`src/rtl/sram_arbiter_pkg.sv`:
```
// rtl/sram_arbiter_pkg.sv - shared encodings and constants for the SRAM arbiter
package sram_arbiter_pkg;

    typedef enum logic [1:0] {
        ST_IDLE    = 2'd0,
        ST_RD      = 2'd1,
        ST_WR      = 2'd2,
        ST_RECOVER = 2'd3
    } arb_state_t;

    typedef enum logic {
        OWN_CPU = 1'b0,
        OWN_AUX = 1'b1
    } owner_t;

    // SRAM pin levels while nobody owns the bus
    localparam logic SRAM_CE1_IDLE = 1'b1;
    localparam logic SRAM_CE2_IDLE = 1'b0;
    localparam logic SRAM_OE_IDLE  = 1'b1;
    localparam logic SRAM_WE_IDLE  = 1'b1;
    localparam logic SRAM_DIR_IDLE = 1'b0;

    // Wait counter counts down to zero, so it is loaded with wait-1
    function automatic logic [2:0] wait_load(input int unsigned cycles);
        return 3'(cycles - 1);
    endfunction

endpackage

```
`src/rtl/sram_cpu_pending.sv`:
```
// rtl/sram_cpu_pending.sv - one-entry CPU strobe latch with sticky overrun flag
module sram_cpu_pending (
    input  logic        clk,
    input  logic        rst,
    input  logic        rd,
    input  logic        wr,
    input  logic [19:0] addr,
    input  logic [7:0]  data,
    input  logic        take,
    output logic        pending,
    output logic        pend_wr,
    output logic [19:0] pend_addr,
    output logic [7:0]  pend_data,
    output logic        overrun
);

    logic strobe;

    assign strobe = rd | wr;

    // Latch a strobe unless one is already waiting; a consumed strobe (take) is never latched
    always_ff @(posedge clk) begin
        if (rst) begin
            pending   <= 1'b0;
            pend_wr   <= 1'b0;
            pend_addr <= '0;
            pend_data <= '0;
            overrun   <= 1'b0;
        end else begin
            if (strobe && pending) begin
                overrun <= 1'b1;
            end
            if (take) begin
                pending <= 1'b0;
            end else if (strobe && !pending) begin
                pending   <= 1'b1;
                pend_wr   <= wr;
                pend_addr <= addr;
                pend_data <= data;
            end
        end
    end

endmodule

```
`src/rtl/sram_arbiter.sv`:
```
// rtl/sram_arbiter.sv - shares the external async SRAM between the CPU bus and an aux master
module sram_arbiter
    import sram_arbiter_pkg::*;
#(
    parameter int unsigned RD_WAIT = 2,
    parameter int unsigned WR_WAIT = 2
) (
    input  logic        iClk,
    input  logic        iRst,
    input  logic [19:0] iCpuAddr,
    input  logic [7:0]  iCpuData,
    input  logic        iCpuRd,
    input  logic        iCpuWr,
    output logic [7:0]  oCpuData,
    output logic        oCpuValid,
    output logic        oCpuOverrun,
    input  logic        iAuxReq,
    input  logic        iAuxWr,
    input  logic [19:0] iAuxAddr,
    input  logic [7:0]  iAuxData,
    output logic        oAuxAck,
    output logic [7:0]  oAuxData,
    output logic        oAuxValid,
    output logic [19:0] oSramAddr,
    output logic [7:0]  oSramData,
    input  logic [7:0]  iSramData,
    output logic        oSramDir,
    output logic        oSramCe1,
    output logic        oSramCe2,
    output logic        oSramOe,
    output logic        oSramWe
);

    arb_state_t  state, next_state;
    owner_t      owner;
    logic [2:0]  cnt;

    logic        pend_valid, pend_wr;
    logic [19:0] pend_addr;
    logic [7:0]  pend_data;

    logic        cpu_req, cpu_sel_wr;
    logic [19:0] cpu_sel_addr;
    logic [7:0]  cpu_sel_data;
    logic        grant_cpu, grant_aux, grant_wr, wait_done, capture;

    logic        ce_active_nxt, oe_nxt, we_nxt, dir_nxt;
    logic        cpu_valid_nxt, aux_valid_nxt;

    sram_cpu_pending u_pending (
        .clk       (iClk),
        .rst       (iRst),
        .rd        (iCpuRd),
        .wr        (iCpuWr),
        .addr      (iCpuAddr),
        .data      (iCpuData),
        .take      (grant_cpu),
        .pending   (pend_valid),
        .pend_wr   (pend_wr),
        .pend_addr (pend_addr),
        .pend_data (pend_data),
        .overrun   (oCpuOverrun)
    );

    // Request view: a latched CPU entry wins over a fresh strobe; CPU always beats aux
    always_comb begin
        cpu_req      = pend_valid | iCpuRd | iCpuWr;
        cpu_sel_wr   = pend_valid ? pend_wr   : iCpuWr;
        cpu_sel_addr = pend_valid ? pend_addr : iCpuAddr;
        cpu_sel_data = pend_valid ? pend_data : iCpuData;
        grant_cpu    = (state == ST_IDLE) && cpu_req;
        grant_aux    = (state == ST_IDLE) && !cpu_req && iAuxReq;
        grant_wr     = grant_cpu ? cpu_sel_wr : iAuxWr;
        wait_done    = (cnt == 3'd0);
        capture      = (state == ST_RD) && wait_done;
    end

    // State register
    always_ff @(posedge iClk) begin
        if (iRst) begin
            state <= ST_IDLE;
        end else begin
            state <= next_state;
        end
    end

    // Next-state logic
    always_comb begin
        next_state = state;
        case (state)
            ST_IDLE: begin
                if (grant_cpu || grant_aux) begin
                    next_state = grant_wr ? ST_WR : ST_RD;
                end
            end
            ST_RD, ST_WR: begin
                if (wait_done) begin
                    next_state = ST_RECOVER;
                end
            end
            default: next_state = ST_IDLE;
        endcase
    end

    // Pin and pulse values for the coming cycle; Dir stays up through RECOVER after a write for hold
    always_comb begin
        ce_active_nxt = (next_state != ST_IDLE);
        oe_nxt        = (next_state != ST_RD);
        we_nxt        = (next_state != ST_WR);
        dir_nxt       = (next_state == ST_WR) || (state == ST_WR);
        cpu_valid_nxt = (next_state == ST_RECOVER) && (owner == OWN_CPU);
        aux_valid_nxt = (next_state == ST_RECOVER) && (owner == OWN_AUX);
    end

    // Registered SRAM control pins and handshake pulses
    always_ff @(posedge iClk) begin
        if (iRst) begin
            oSramCe1  <= SRAM_CE1_IDLE;
            oSramCe2  <= SRAM_CE2_IDLE;
            oSramOe   <= SRAM_OE_IDLE;
            oSramWe   <= SRAM_WE_IDLE;
            oSramDir  <= SRAM_DIR_IDLE;
            oCpuValid <= 1'b0;
            oAuxValid <= 1'b0;
            oAuxAck   <= 1'b0;
        end else begin
            oSramCe1  <= !ce_active_nxt;
            oSramCe2  <= ce_active_nxt;
            oSramOe   <= oe_nxt;
            oSramWe   <= we_nxt;
            oSramDir  <= dir_nxt;
            oCpuValid <= cpu_valid_nxt;
            oAuxValid <= aux_valid_nxt;
            oAuxAck   <= grant_aux;
        end
    end

    // Owner, address/data load at grant, wait countdown and read data capture
    always_ff @(posedge iClk) begin
        if (iRst) begin
            owner     <= OWN_CPU;
            cnt       <= 3'd0;
            oSramAddr <= '0;
            oSramData <= '0;
            oCpuData  <= '0;
            oAuxData  <= '0;
        end else begin
            if (grant_cpu) begin
                owner     <= OWN_CPU;
                oSramAddr <= cpu_sel_addr;
                oSramData <= cpu_sel_data;
                cnt       <= cpu_sel_wr ? wait_load(WR_WAIT) : wait_load(RD_WAIT);
            end else if (grant_aux) begin
                owner     <= OWN_AUX;
                oSramAddr <= iAuxAddr;
                oSramData <= iAuxData;
                cnt       <= iAuxWr ? wait_load(WR_WAIT) : wait_load(RD_WAIT);
            end else if ((state == ST_RD || state == ST_WR) && !wait_done) begin
                cnt <= cnt - 3'd1;
            end
            if (capture) begin
                if (owner == OWN_CPU) begin
                    oCpuData <= iSramData;
                end else begin
                    oAuxData <= iSramData;
                end
            end
        end
    end

endmodule

```
`config.mk`:
```
export PLATFORM = sky130hd
export DESIGN_NAME = sram_arbiter
export DESIGN_NICKNAME = d
export VERILOG_FILES = /design/src/rtl/sram_arbiter_pkg.sv /design/src/rtl/sram_cpu_pending.sv /design/src/rtl/sram_arbiter.sv
export SDC_FILE = /design/constraint.sdc
export NUM_CORES = 1
export LEC_CHECK = 0
export ABC_AREA = 1
export CAP_MARGIN = 20
export CORE_MARGIN = 4
export CORE_UTILIZATION = 46
export CTS_CLUSTER_SIZE = 25
export DETAILED_ROUTE_END_ITERATION = 16
export PLACE_DENSITY = 0.78
export SLEW_MARGIN = 10
export SYNTH_ARGS = -nofsm -noshare
export SYNTH_HDL_FRONTEND = slang
export SYNTH_SLANG_ARGS = --single-unit
```
`constraint.sdc`:
```
create_clock -name iClk -period 2.26 [get_ports iClk]
set_input_delay 0.452 -clock iClk [delete_from_list [all_inputs] [get_ports iClk]]
set_output_delay 0.452 -clock iClk [all_outputs]
set_load 0.01 [all_outputs]
```
==> summary.md <==
| Metric | Value |
|---|---|
| Status | finished, final reports clean |
| # fillers | 706 |
| Hold WC Path Type | reg2reg |
| Pwr dens | around 1200 nW/um^2 |
| Peak VDD IR | approximately 0.6 mV |
| Initial core utilization | 47.18% |
| Period minus WS final | a little under 2 ns |
| WP data arrival | 2.22 ns |
| Remaining antenna violation count | 0 |
| Clock transition at path regs | 0.08 ns |
| Crit Path Max Fanout | 34 |
| Simple-Gate Fraction of Synth Area | 19.23% |
| Crit-path leading delay family | simple AND/OR/NAND/NOR gates |
| Flops & latches, synth | 89 |
| Total GRT Usage | 20.76% |
| Pre-CTS setup slack | 0.1342 ns |
| Post-CTS setup buffers | 0 |
| Initial antenna violation count | 0 |
| Endpoints failing setup | 0 |
| Row count | 33 |
| Slew Limit Fails | 0 |
| Routed WL | 10180 um |
| Synth Net Count | 599 |
| Setup WS post-layout | slightly above 0.3 ns |
| CP Launch Type | flop |
| First-pass GRT wire length | 16530 um |
| Share of layout cells above drive strength 1 | around 6.8% |
| Avg Cell Area, Syn | ~7.4 sq um |
| Post-DP HPWL | 7632 um |
| Vias per cell | ~5 |
| Final setup TNS | 0 ns |
| # DRC | 0 |
| Final #Nets | 709 |
| Most Crowded Layer GR | met2 |
| TritonCTS Sinks | 89 |
| Multiplexer area fraction after synthesis | 0% |
| Largest family of logic cells by synthesized area | compound AO/OA/AOI/OAI gates |
| Detail-routed net length per standard cell | 13.72 um |
| Clk_lat worst skew | 0.35 ns |
| Worst reg-to-reg setup slack | 0.31 ns |
| Post-synthesis to final-layout area growth | 38.73% |
| DIE WIDTH | 99.58 um |
| Slowest CP cell | nor3_4 |
| CTS HTree Levels | 3 |
| RD Place Congestion | 0.8174 |
| Port buffer count | 122 |
| DR vias | 3727 |
| Grt met1 use | 27.23% |
| # diodes | 0 |
| Met3 Track Usage GR | 4.488% |
| Slew headroom | 65.51% |
| Post-Synth Adder-Cell Area | 1.946% |
| F_max | between 500 and 600 MHz |
| CTS root buf | clkbuf_8 |
| Met2 Usage GRT | ~34% |
| Final period utilization | 86.32% |
| Final Hold Viols | 0 |
| IO Pins | 123 |
| Cells after Synth | 523 |
| Synth cell types | 26 |
| Max-cap violations | 0 |
| CP Capture Type | flop |
| Pin count of the biggest net entering global routing | 76 |
| Worst slew pin tran | 0.5159 ns |
| Worst path cell trace | inv_1 -> ha_1 -> nor3_4 -> buf_12 -> o21ai_0 -> a21oi_1 |
| Final Skew | between 0.009 and 0.01 ns |
| Initial DRC Count | 179 |
| Compound-cell area share of the yosys netlist | between 20 and 25% |
| Post-cts sizing count | 0 |
| Vias in the first global route | about 3500 |
| Hold-fix buffers, CTS | 0 |
| Synthesized area | 3857 sq um |
| CP bufs+invs | 2 |
| Worst Path Required | 2.53 ns |
| RSZ-0062 raised after global routing | false |
| Die Y-Extent | 99.58 um |
| CTS tree | built |
| LEAKAGE | 2.199 nW |
| Worst Setup Path Type | reg2reg |
| Core box area | 8175 sq um |
| CTS Buf Count | 9 |
| Clock Tree Buf Depth | 2 |
| CP max stage delay | 0.50 ns |
| Area of the die | between 9000 and 10000 sq um |
| Grt ovf | 0 |
| Post-synthesis xor/xnor area fraction | 0.2271% |
| Post-synthesis sequential area ratio | 46.19% |
| Synth warn | 0 |
| DRT Pass-1 Iters | 5 |
-- placed cells by master (no fill, tap or decap), types with 2 or more instances in the layout --
cell	synthesis	layout
a21oi_1	33	33
a31oi_1	30	30
buf_12	0	3
buf_4	5	9
clkbuf_8	0	11
clkdlybuf4s50_1	0	122
clkinvlp_4	0	3
dfxtp_1	89	89
ha_1	6	6
inv_1	50	50
inv_2	2	2
nand2_1	121	121
nand2_2	8	8
nand3_1	6	6
nor2_1	38	38
o21ai_0	92	92
o21ai_1	3	3
-- routing by layer --
layer,share of wire [%],vias to the layer above
met5,0,-
met4,1.7,0
met1,44,1691
met2,49,102
li1,-,1923
met3,5.1,11
-- final cells by class --
type / count / area [sq um] / share of cell area (%)
clock buffer: 11 / 151.4 / 2.829
clock inverter: 4 / 52.55 / 0.9820
inverter: 53 / 201.4 / 3.764
multi-input combinational: 346 / 1684 / 31.47
sequential: 89 / 1782 / 33.29
tap: 105 / 131.4 / 2.455
timing repair buffer: 134 / 1349 / 25.20
-- power by group --
group          switching (mW)  internal (mW)  total, mW
clock                   0.543          0.565       1.11
combinational            1.77           1.32       3.09
sequential              0.252           2.10       2.35
total                    2.57           3.99       6.55
-- synth_stat cells --
cell / number / area, sq um
buf_6: 4 / 45.04
clkbuf_1: 13 / 48.80
nand4_1: 1 / 6.260
dfxtp_1: 89 / 1782
and3_1: 1 / 6.260
clkbuf_2: 1 / 5.000
o21ai_1: 3 / 15.01
inv_4: 1 / 6.260
ha_1: 6 / 75.07
a211oi_1: 1 / 7.510
nand4_4: 1 / 21.27
a31oi_1: 30 / 187.7
o21ai_0: 92 / 460.4
a21oi_4: 1 / 16.27
buf_4: 5 / 37.54
nor2_1: 38 / 142.6
xor2_1: 1 / 8.760
inv_1: 50 / 187.7
nor2_4: 1 / 11.26
buf_2: 12 / 60.06
nand2_2: 8 / 50.05
a21oi_1: 33 / 165.2
nor3_2: 2 / 20.02
nand2_1: 121 / 454.2
nand3_1: 6 / 30.03
inv_2: 2 / 7.510
-- worst paths after layout --
path / startpoint / to / depth (start not counted)
hold / removal: oAuxData[1]$_SDFFE_PP0P_ / oAuxData[1]$_SDFFE_PP0P_ / 2
setup / recovery: state[0]$_SDFF_PP0_ / u_pending.pend_addr[10]$_SDFFE_PP0P_ / 6
setup reg to reg: state[0]$_SDFF_PP0_ / u_pending.pend_addr[10]$_SDFFE_PP0P_ / 6
hold reg to reg: oAuxData[1]$_SDFFE_PP0P_ / oAuxData[1]$_SDFFE_PP0P_ / 2
-- logic make-up after synthesis --
logic type      after synthesis
flops                        89
simple gates                179
xor+xnor                      1
compound gates              160
buf+inv                      88
fa+ha+maj                     6
-- sequential cells by signal (all words and copies together) (netlist names) --
name / count
u_pending.pend_addr: 20
u_pending.overrun: 1
cnt: 3
oCpuValid: 1
u_pending.pending: 1
oSramCe1: 1
oSramWe: 1
u_pending.pend_wr: 1
oSramCe2: 1
oAuxValid: 1
owner: 1
oCpuData: 8
oSramAddr: 20
oAuxAck: 1
u_pending.pend_data: 8
oSramDir: 1
oSramOe: 1
oSramData: 8
state: 2
oAuxData: 8
-- worst reg2reg max path, cell delays in order, from the launching register on --
cell and delay, ns:
dfxtp_1 0.41, inv_1 0.11, ha_1 0.36, nor3_4 0.51, buf_12 0.24, o21ai_0 0.09
a21oi_1 0.15
-- stage by stage --
stage          utilization [%]  hold WS (ns)  area (sq um)  power, mW  instances
2_1_floorplan                -        0.4368          3857      4.270        523
3_3_place_gp             62.96        0.4295          5147      5.368        727
3_5_place_dp             62.96        0.4336          5147      5.470        727
4_1_cts                  65.46        0.4466          5351      6.593        742
5_1_grt                  65.46        0.4690          5351      7.059        742
6_report                 65.46        0.4452          5351      6.552        742
Note: power is estimated with default switching activity, not from simulation.
